$ cat config.mk
export PLATFORM = sky130hd
export DESIGN_NAME = lockout_timer
export DESIGN_NICKNAME = d
export VERILOG_FILES = /design/src/rtl/lockout_timer_pkg.sv /design/src/rtl/lockout_timer_bcd_down_counter.sv /design/src/rtl/lockout_timer.sv
export SDC_FILE = /design/constraint.sdc
export NUM_CORES = 1
export LEC_CHECK = 0
export CORE_MARGIN = 2
export CORE_UTILIZATION = 45
export DETAILED_ROUTE_END_ITERATION = 10
export HOLD_SLACK_MARGIN = 0.02
export SLEW_MARGIN = 0
export SYNTH_ARGS = -nofsm -noshare
export SYNTH_HDL_FRONTEND = slang
export SYNTH_HIERARCHICAL = 1
export SYNTH_SLANG_ARGS = --single-unit
$ cat constraint.sdc
create_clock -name clk -period 4.6 [get_ports clk]
set_clock_uncertainty 0.2 [all_clocks]
set_input_delay 0.92 -clock clk [delete_from_list [all_inputs] [get_ports clk]]
set_output_delay 0.92 -clock clk [all_outputs]
set_load 0.005 [all_outputs]
$ cat src/rtl/lockout_timer_pkg.sv
// Shared lock definitions: FSM state encoding, active-low seven-segment
// patterns (segments a..g in bits [0:6]) and the default lockout length.
package lockout_timer_pkg;

    typedef enum logic [1:0] {
        ST_IDLE   = 2'd0,
        ST_COUNT  = 2'd1,
        ST_EXPIRE = 2'd2
    } state_e;

    localparam int unsigned BCD_W                = 4;
    localparam int unsigned SEG_W                = 7;
    localparam int unsigned LOCK_SECONDS_DEFAULT = 30;

    typedef logic [0:SEG_W-1] seg_t;

    // Two-digit BCD value, tens in the upper nibble.
    typedef struct packed {
        logic [BCD_W-1:0] tens;
        logic [BCD_W-1:0] ones;
    } bcd2_t;

    localparam seg_t SEG_0     = 7'b0000001;
    localparam seg_t SEG_1     = 7'b1001111;
    localparam seg_t SEG_2     = 7'b0010010;
    localparam seg_t SEG_3     = 7'b0000110;
    localparam seg_t SEG_4     = 7'b1001100;
    localparam seg_t SEG_5     = 7'b0100100;
    localparam seg_t SEG_6     = 7'b0100000;
    localparam seg_t SEG_7     = 7'b0001111;
    localparam seg_t SEG_8     = 7'b0000000;
    localparam seg_t SEG_9     = 7'b0000100;
    localparam seg_t SEG_BLANK = 7'b1111111;

    // BCD digit to active-low segment pattern; non-BCD codes blank the digit.
    function automatic seg_t bcd_to_seg(input logic [BCD_W-1:0] d);
        seg_t s;
        case (d)
            4'd0:    s = SEG_0;
            4'd1:    s = SEG_1;
            4'd2:    s = SEG_2;
            4'd3:    s = SEG_3;
            4'd4:    s = SEG_4;
            4'd5:    s = SEG_5;
            4'd6:    s = SEG_6;
            4'd7:    s = SEG_7;
            4'd8:    s = SEG_8;
            4'd9:    s = SEG_9;
            default: s = SEG_BLANK;
        endcase
        return s;
    endfunction

endpackage

$ cat src/rtl/lockout_timer_bcd_down_counter.sv
// Two-digit BCD down counter with load and borrow (ones 0 -> 9, tens
// decrements). Exposes the look-ahead value the register takes at the next
// edge so the owner can register display patterns without an extra cycle.
//   clk, rst     : clock, synchronous active-high reset (value -> 00)
//   load/load_val: load a BCD value (has priority over dec)
//   dec          : decrement by one
//   tens_nxt_c, ones_nxt_c : value after the coming edge
//   zero_nxt_c   : that value is 00
module lockout_timer_bcd_down_counter
    import lockout_timer_pkg::*;
(
    input  logic             clk,
    input  logic             rst,
    input  logic             load,
    input  bcd2_t            load_val,
    input  logic             dec,
    output logic [BCD_W-1:0] tens_nxt_c,
    output logic [BCD_W-1:0] ones_nxt_c,
    output logic             zero_nxt_c
);

    logic [BCD_W-1:0] tens_q;
    logic [BCD_W-1:0] ones_q;

    // Next-value logic: load, else decrement with borrow, else hold.
    always_comb begin
        tens_nxt_c = tens_q;
        ones_nxt_c = ones_q;
        if (load) begin
            tens_nxt_c = load_val.tens;
            ones_nxt_c = load_val.ones;
        end else if (dec) begin
            if (ones_q == 4'd0) begin
                ones_nxt_c = 4'd9;
                tens_nxt_c = (tens_q == 4'd0) ? 4'd9 : tens_q - 4'd1;
            end else begin
                ones_nxt_c = ones_q - 4'd1;
            end
        end
        zero_nxt_c = (tens_nxt_c == 4'd0) && (ones_nxt_c == 4'd0);
    end

    always_ff @(posedge clk) begin
        if (rst) begin
            tens_q <= '0;
            ones_q <= '0;
        end else begin
            tens_q <= tens_nxt_c;
            ones_q <= ones_nxt_c;
        end
    end

endmodule

$ cat src/rtl/lockout_timer.sv
// Lockout countdown: on start, counts LOCK_SECONDS whole seconds down to 00
// (one second = TICK_DIV clocks), shows the value on two active-low digits,
// and pulses done for one cycle at expiry.
//   clk, rst       : clock, synchronous active-high reset
//   start          : load LOCK_SECONDS and (re)start the countdown
//   abort          : cancel a running countdown without done
//   active         : high while counting
//   done           : one-cycle expiry pulse
//   hexten, hexone : tens / ones segment patterns a..g, active-low
module lockout_timer
    import lockout_timer_pkg::*;
#(
    parameter int unsigned TICK_DIV     = 50000000,
    parameter int unsigned LOCK_SECONDS = LOCK_SECONDS_DEFAULT
) (
    input  logic       clk,
    input  logic       rst,
    input  logic       start,
    input  logic       abort,
    output logic       active,
    output logic       done,
    output logic [0:6] hexten,
    output logic [0:6] hexone
);

    if (TICK_DIV < 2 || LOCK_SECONDS < 1 || LOCK_SECONDS > 99) begin : g_bad_param
        $error("lockout_timer: TICK_DIV must be >= 2 and LOCK_SECONDS in 1..99");
    end

    localparam int unsigned   PW         = $clog2(TICK_DIV);
    localparam logic [PW-1:0] PRESC_LAST = PW'(TICK_DIV - 1);
    localparam bcd2_t         LOAD_VAL   = '{tens: 4'(LOCK_SECONDS / 10),
                                             ones: 4'(LOCK_SECONDS % 10)};

    state_e           state;
    logic [PW-1:0]    presc;
    logic             tick_c;
    logic             load_c;
    logic             dec_c;
    logic [BCD_W-1:0] tens_nxt_c;
    logic [BCD_W-1:0] ones_nxt_c;
    logic             zero_nxt_c;

    // Counter controls: abort beats start in COUNT, start reloads, tick decrements.
    always_comb begin
        tick_c = (presc == PRESC_LAST);
        load_c = 1'b0;
        dec_c  = 1'b0;
        if (state == ST_IDLE) begin
            load_c = start;
        end else if (state == ST_COUNT && !abort) begin
            load_c = start;
            dec_c  = !start && tick_c;
        end
    end

    lockout_timer_bcd_down_counter u_bcd (
        .clk        (clk),
        .rst        (rst),
        .load       (load_c),
        .load_val   (LOAD_VAL),
        .dec        (dec_c),
        .tens_nxt_c (tens_nxt_c),
        .ones_nxt_c (ones_nxt_c),
        .zero_nxt_c (zero_nxt_c)
    );

    // FSM, prescaler and registered outputs; digits track the counter's next value.
    always_ff @(posedge clk) begin
        if (rst) begin
            state  <= ST_IDLE;
            presc  <= '0;
            active <= 1'b0;
            done   <= 1'b0;
            hexten <= SEG_BLANK;
            hexone <= SEG_BLANK;
        end else begin
            done <= 1'b0;
            case (state)
                ST_IDLE: begin
                    if (start) begin
                        state  <= ST_COUNT;
                        presc  <= '0;
                        active <= 1'b1;
                        hexten <= bcd_to_seg(tens_nxt_c);
                        hexone <= bcd_to_seg(ones_nxt_c);
                    end
                end
                ST_COUNT: begin
                    if (abort) begin
                        state  <= ST_IDLE;
                        active <= 1'b0;
                        hexten <= SEG_BLANK;
                        hexone <= SEG_BLANK;
                    end else begin
                        presc  <= (start || tick_c) ? '0 : presc + PW'(1);
                        hexten <= bcd_to_seg(tens_nxt_c);
                        hexone <= bcd_to_seg(ones_nxt_c);
                        // Decrement from 01 lands on 00: expire.
                        if (dec_c && zero_nxt_c) begin
                            state  <= ST_EXPIRE;
                            active <= 1'b0;
                            done   <= 1'b1;
                        end
                    end
                end
                ST_EXPIRE: begin
                    state  <= ST_IDLE;
                    active <= 1'b0;
                    hexten <= SEG_BLANK;
                    hexone <= SEG_BLANK;
                end
                default: begin
                    state  <= ST_IDLE;
                    active <= 1'b0;
                    hexten <= SEG_BLANK;
                    hexone <= SEG_BLANK;
                end
            endcase
        end
    end

endmodule

==> results of run 1 <==
[registers in the layout, indices dropped and copies added (netlist names)]
register      cells
presc            26
hexone            7
hexten            7
u_bcd/ones_q      4
u_bcd/tens_q      4
active            1
done              1
state             1
[layer usage]
| layer | part of all wire [%] | vias to the layer above | global-route usage (%) |
|---|---|---|---|
| met4 | 0.93 | 0 | 4.55 |
| met2 | 43 | 33 | 31.6 |
| met5 | 0 | - | 0 |
| met3 | 2.7 | 5 | 3.20 |
| met1 | 53 | 1361 | 32.1 |
| li1 | - | 1469 | - |
[placed cells by master (no fill, tap or decap), drive strengths merged, types with 7 or more instances in the layout]
cell type and count:
ha 12, a21oi 25, nand4 14, dfxtp 51, and3 7, conb 12, nand2b 12, nor2 31
xnor2 8, nand2 43, a31oi 13, nor3 11, buf 14, nand3 23, o21ai 20, nor2b 10
nor4 10, o22ai 9, inv 11, clkdlybuf4s50 19
[logic make-up (layout without fill, tap and decap cells)]
family / after synthesis / count (layout) / synth area share, %
XOR/XNOR: 13 / 13 / 3.58
AO/OA/AOI/OAI: 86 / 86 / 18.3
buffers and inverters: 31 / 54 / 5.30
flip-flops: 51 / 51 / 32.1
other: 2 / 12 / 0.236
AND/OR/NAND/NOR: 195 / 195 / 35.8
adder cells (fa/ha/maj): 12 / 12 / 4.72
[synthesized netlist by cell type, types with 2 or more instances]
library cell	number	share of area, %
a21oi_1	24	3.8
buf_6	3	1.1
nor2_1	31	3.7
clkbuf_1	9	1.1
ha_1	12	4.7
o41ai_1	2	0.55
nor3_1	10	1.6
and2_0	2	0.39
clkinv_1	2	0.24
inv_1	11	1.3
a22oi_1	2	0.47
and4_1	3	0.83
nand4_1	13	2.6
and3_1	4	0.79
o21ai_0	19	3.0
or3_1	5	0.98
clkbuf_8	2	0.86
and3_2	3	0.71
nor4_1	8	1.6
o22ai_1	9	1.8
nand3_1	22	3.5
nand2b_1	12	2.4
buf_2	3	0.47
or4b_1	5	1.6
and2_1	4	0.79
a31oi_1	12	2.4
xor2_1	5	1.4
nor2b_1	10	2.0
or2_2	3	0.59
nand3b_1	2	0.47
nand2_1	42	5.0
nor3b_1	2	0.47
dfxtp_1	51	32
conb_1	2	0.24
xnor2_1	8	2.2
[power by group through the flow]
stage	Combinational (W)	Clock [W]	Sequential, W
after floorplan	0.000140	0	0.000483
after global placement	0.000206	0	0.000486
after detailed placement	0.000207	0	0.000485
after CTS	0.000208	0.000336	0.000476
after global routing	0.000236	0.000351	0.000479
final	0.000210	0.000324	0.000476
[critical path: cells and delay by family (launching register included)]
family / cells / cell delay, ns
compound gates: 3 / 0.39
fa+ha+maj: 1 / 0.21
buf+inv: 1 / 0.19
flops: 1 / 0.39
simple gates: 10 / 2.68
[cell type report]
| cell class | instances | area [sq um] |
|---|---|---|
| sequential | 51 | 1020 |
| inverter | 13 | 48.8 |
| clock buffer | 5 | 68.8 |
| fill | 691 | 3200 |
| timing repair buffer | 33 | 295 |
| multi-input combinational | 318 | 2030 |
| clock inverter | 3 | 43.8 |
| tap | 96 | 120 |
[per-stage QoR]
step / cell area [sq um] / utilization [%] / hold slack [ns]
after floorplan: 3220 / - / 0.258
after detailed placement: 3520 / 51.5 / 0.281
after global placement: 3520 / 51.5 / 0.272
final: 3630 / 53.1 / 0.300
after global routing: 3630 / 53.1 / 0.332
after CTS: 3630 / 53.1 / 0.303
[worst paths after layout]
path         depth (start not counted)        end       from
min reg2reg                          2  hexten[1]  hexten[1]
max                                 15  hexten[0]   presc[9]
min                                  2  hexten[1]  hexten[1]
max reg2reg                         15  hexten[0]   presc[9]
==> impl_metrics.py, run 1 <==
metrics = {
    "sta": {
        "setup_violations": 0,
        "hold_viol": 0,
        "slew_headroom_pct": 49.7,
        "fin_crit_ns": 4.15,
        "fmax_mhz": 241,
        "min_period_over_period_pct": 90.2,
        "rsz0062_at_grt": "no",
        "worst_pin_slew_ns": 0.753,
        "fin_ws_ns": 0.450,
        "slew_viol_final": 0,
        "fin_tns_setup_ns": 0,
    },
    "pwr": {
        "p_sw_w": 0.000295,
        "p_clk_share_pct": 32.1,
        "p_sw_share_pct": 29.2,
        "total_power_w": 0.00101,
        "p_int_w": 0.000715,
        "power_leakage_nw": 1.29,
        "ir_worst_vdd_mv": 0.137,
        "seqPwrFrac_pct": 47.1,
        "comb_power_share_pct": 20.8,
        "powerDensity_nw_per_um2": 278,
    },
    "clock_network": {
        "clkTransAtPathRegs_ns": 0.10,
        "worst_skew_pair.late_latency_ns": 0.31,
        "tritoncts": "built",
        "cts_resized": 0,
        "cts-root-buf": "clkbuf_8",
        "cts_hold_buf": 0,
        "htree_levels": 2,
        "cts_setup_buffers": 0,
        "cts.sinks": 51,
        "cts.path.max_buffers": 2,
        "numCtsBuffers": 5,
    },
    "grt": {
        "grt_pass1_vias": 2618,
        "grt_pass1_wl_microns": 13000,
        "antenna_found_initial": 0,
        "gr-total-overflow": 0,
        "track_usage_pct": 21.1,
        "grt_max_degree": 30,
    },
    "floorplan": {
        "fp.coreArea_sq_um": 6830,
        "die-area_sq_um": 7770,
        "start_util_pct": 46.6,
        "die_x_microns": 88.1,
        "boundaryPins": 20,
        "rows": 30,
        "die_h_microns": 88.1,
    },
    "worst_setup_path": {
        "cpPeakStageDelay_ns": 0.58,
        "cp_data_arrival_time_ns": 4.13,
        "cpMostUsedCell": "nand2_1",
        "crit_type": "reg2reg",
        "cp_cell_sequence": "or4b_4, nor4_4, nand2_1, nor2_1, or4b_1, buf_4, nor4_1, or3_1, nand2_1, ha_1, or2_2, a21oi_1, o21ai_0, o21ai_0, nand2_1",
        "worst_setup_path_start_kind": "flip-flop",
        "slowest_stage": "or4b_4",
        "r2r_slack_ns": 0.45,
        "end_kind": "flip-flop",
        "worstPathRequired_ns": 4.58,
        "worstPathMaxFanout": 8,
    },
    "detailed_routing": {
        "drc": 0,
        "routed_wl_microns": 7750,
        "drtPass1Iterations": 4,
        "num_vias": 2868,
        "drt_iter0_drc": 153,
        "wire_per_inst_microns": 14.9,
        "antenna_left": 0,
        "viasPerCell": 5.53,
    },
    "logic_synthesis": {
        "synth_cells": 390,
        "ys_types": 68,
        "yosys_warnings": 6,
        "synth_edf_count": 0,
        "synth_area_per_cell_sq_um": 8.16,
        "synth-seq-cells": 51,
        "yosysSeqAreaShare_pct": 32.1,
        "ys.flop_type": "dfxtp_1",
        "netlist_area_sq_um": 3180,
        "async_flop_share_pct": 0,
    },
    "cells_and_area": {
        "syn_to_final_growth_pct": 14.0,
        "n_antenna_cell": 0,
        "fin_nets": 438,
        "instances_no_fill": 519,
        "drive_gt1_share_pct": 10.9,
    },
    "place": {
        "placedCellCount": 511,
        "port_buffers": 19,
        "hpwlAfterDp_microns": 5350,
        "gp_congestion": 0.809,
        "pre_cts_ws_ns": 0.230,
    },
    "job": {
        "maxCapViolations": 0,
    },
    "status": {
        "status": "finished, final reports clean",
    },
    "hold_path": {
        "hold_path_class": "reg2reg",
    },
}
Power figures use the tool's default switching activity.
==> inputs of run 2 (changes only) <==
--- a/config.mk
+++ b/config.mk
@@ -6,9 +6,10 @@
 export NUM_CORES = 1
 export LEC_CHECK = 0
 export CORE_MARGIN = 2
-export CORE_UTILIZATION = 45
+export CORE_UTILIZATION = 60
 export DETAILED_ROUTE_END_ITERATION = 10
 export HOLD_SLACK_MARGIN = 0.02
+export PLACE_DENSITY = 0.79
 export SLEW_MARGIN = 0
 export SYNTH_ARGS = -nofsm -noshare
 export SYNTH_HDL_FRONTEND = slang
==> run 2 against run 1 <==
Sequential share of layout area increased by 0.39 points. Critical endpoint unchanged. Total power decreased by 1.5%. Non-clock buffer count decreased by 1.
==> impl_metrics.py, run 2 (same netlist as run 1, synthesis figures left out) <==
metrics = {
    "cells_and_area": {
        "syn_to_final_growth_pct": 12.4,
        "reg_top3": "presc (26), hexone (7), hexten (7)",
        "final_area_sq_um": 3580,
        "fillers": 419,
        "top_register": "presc",
        "final_common_cell": "dfxtp_1",
        "fin_nets": 437,
        "n_antenna_cell": 0,
        "instances_no_fill": 491,
        "mostFrequentLayoutCells": "51 x dfxtp_1, 42 x nand2_1, 31 x nor2_1, 24 x a21oi_1, 22 x nand3_1",
        "largest_reg_flops": 26,
        "drive_gt1_share_pct": 10.2,
    },
    "clock_network": {
        "tritoncts": "built",
        "cts_setup_buffers": 0,
        "worst_skew_pair.late_latency_ns": 0.31,
        "cts_resized": 0,
        "cts.path.max_buffers": 2,
        "htree_levels": 2,
        "cts-root-buf": "clkbuf_8",
        "cts.sinks": 51,
        "numCtsBuffers": 5,
        "cts_hold_buf": 0,
        "clkTransAtPathRegs_ns": 0.09,
    },
    "grt": {
        "grt_max_degree": 30,
        "grt_util_met1_pct": 35.7,
        "busiest_layer": "met2",
        "grt_pass1_wl_microns": 12500,
        "track_usage_pct": 25.6,
        "met2_usage_pct": 39.5,
        "antenna_found_initial": 0,
        "grt.met3_usage_pct": 4.94,
        "gr-total-overflow": 0,
        "grt_pass1_vias": 2674,
    },
    "place": {
        "port_buffers": 19,
        "placed_cell_area_sq_um": 3480,
        "placedCellCount": 484,
        "gp_congestion": 0.857,
        "hpwlAfterDp_microns": 5190,
    },
    "pwr": {
        "p_sw_w": 0.000282,
        "power_leakage_nw": 1.28,
        "comb_power_share_pct": 21.0,
        "p_int_w": 0.000712,
        "p_sw_share_pct": 28.4,
        "p_clk_share_pct": 31.1,
        "ir_worst_vdd_mv": 0.225,
        "powerDensity_nw_per_um2": 278,
        "seqPwrFrac_pct": 47.9,
    },
    "floorplan": {
        "die_h_microns": 76.9,
        "die_x_microns": 76.9,
        "start_util_pct": 62.3,
        "fp.coreArea_sq_um": 5110,
        "die-area_sq_um": 5910,
        "rows": 26,
        "boundaryPins": 20,
    },
    "detailed_routing": {
        "num_vias": 2922,
        "routed_wl_microns": 7290,
        "viasPerCell": 5.95,
        "drc": 0,
        "drt_iter0_drc": 220,
        "wire_per_inst_microns": 14.8,
        "antenna_left": 0,
        "drtPass1Iterations": 4,
    },
    "sta": {
        "setup_violations": 0,
        "fin_tns_setup_ns": 0,
        "slew_viol_final": 0,
        "fin_crit_ns": 4.07,
        "hold_viol": 0,
        "worst_pin_slew_ns": 0.766,
        "fmax_mhz": 246,
        "slew_headroom_pct": 48.8,
        "min_period_over_period_pct": 88.5,
        "rsz0062_at_grt": "no",
        "hold_ws_ns": 0.293,
    },
    "worst_setup_path": {
        "cp-startpoint": "presc[9]",
        "end_kind": "flip-flop",
        "worstPathMaxFanout": 8,
        "crit_type": "reg2reg",
        "worstReg2RegStart": "presc[9]",
        "worstPathRequired_ns": 4.58,
        "worst_setup_path_start_kind": "flip-flop",
        "cp_data_arrival_time_ns": 4.05,
    },
    "hold_path": {
        "min_from": "presc[1]",
        "hold_path_class": "reg2reg",
    },
    "status": {
        "status": "finished, final reports clean",
    },
    "job": {
        "maxCapViolations": 0,
    },
}
## run 2: cell count changes in the layout (fill, tap and decap cells not counted), sizes merged
cell	delta
buf	-1
clkinv	-2
clkbuf	+1
## run 2: area by class of cell
| type | count | area [sq um] | area share (%) |
|---|---|---|---|
| Sequential cell | 51 | 1020 | 28.5 |
| Clock inverter | 1 | 30.0 | 0.839 |
| Tap cell | 70 | 87.6 | 2.45 |
| Timing Repair Buffer | 32 | 288 | 8.04 |
| Multi-Input combinational cell | 318 | 2030 | 56.8 |
| Inverter | 13 | 48.8 | 1.36 |
| Clock buffer | 6 | 72.6 | 2.03 |
## run 2: per-layer routing
metal  share of wire [%]  vias up
met5                   0        -
met4                 1.5        0
met3                 5.4       12
met2                  44       76
met1                  49     1371
li1                    -     1463
## run 2: worst paths after layout
kind	end	slack, ns	cells past startpoint
worst min-delay path	presc[1]	0.29	2
worst max-delay path	hexten[0]	0.53	15
worst min register to register	presc[1]	0.29	2
worst max register to register	hexten[0]	0.53	15
## run 2: critical path, cell delays in order, from the launching register on
cell and delay, ns:
dfxtp_1 0.39, or4b_4 0.58, nor4_4 0.40, nand2_1 0.09, nor2_1 0.14, or4b_1 0.47, buf_4 0.18, nor4_1 0.27
or3_1 0.18, nand2_1 0.10, ha_1 0.21, or2_2 0.26, a21oi_1 0.18, o21ai_0 0.10, o21ai_0 0.11, nand2_1 0.08
## run 2: power groups by stage
| stage | combinational (W) | clock [W] | sequential, W |
|---|---|---|---|
| 2_1_floorplan | 0.000140 | 0 | 0.000483 |
| 3_3_place_gp | 0.000201 | 0 | 0.000485 |
| 3_5_place_dp | 0.000205 | 0 | 0.000486 |
| 4_1_cts | 0.000207 | 0.000309 | 0.000476 |
| 5_1_grt | 0.000230 | 0.000326 | 0.000478 |
| 6_report | 0.000209 | 0.000310 | 0.000476 |
## run 2: per-stage QoR
step,power [W],util [%],worst slack [ns]
6_report,0.000994,70.1,0.531
3_5_place_dp,0.000691,68.1,0.229
5_1_grt,0.00103,70.1,0.271
2_1_floorplan,0.000623,-,0.512
4_1_cts,0.000992,70.1,0.541
3_3_place_gp,0.000687,68.1,0.294
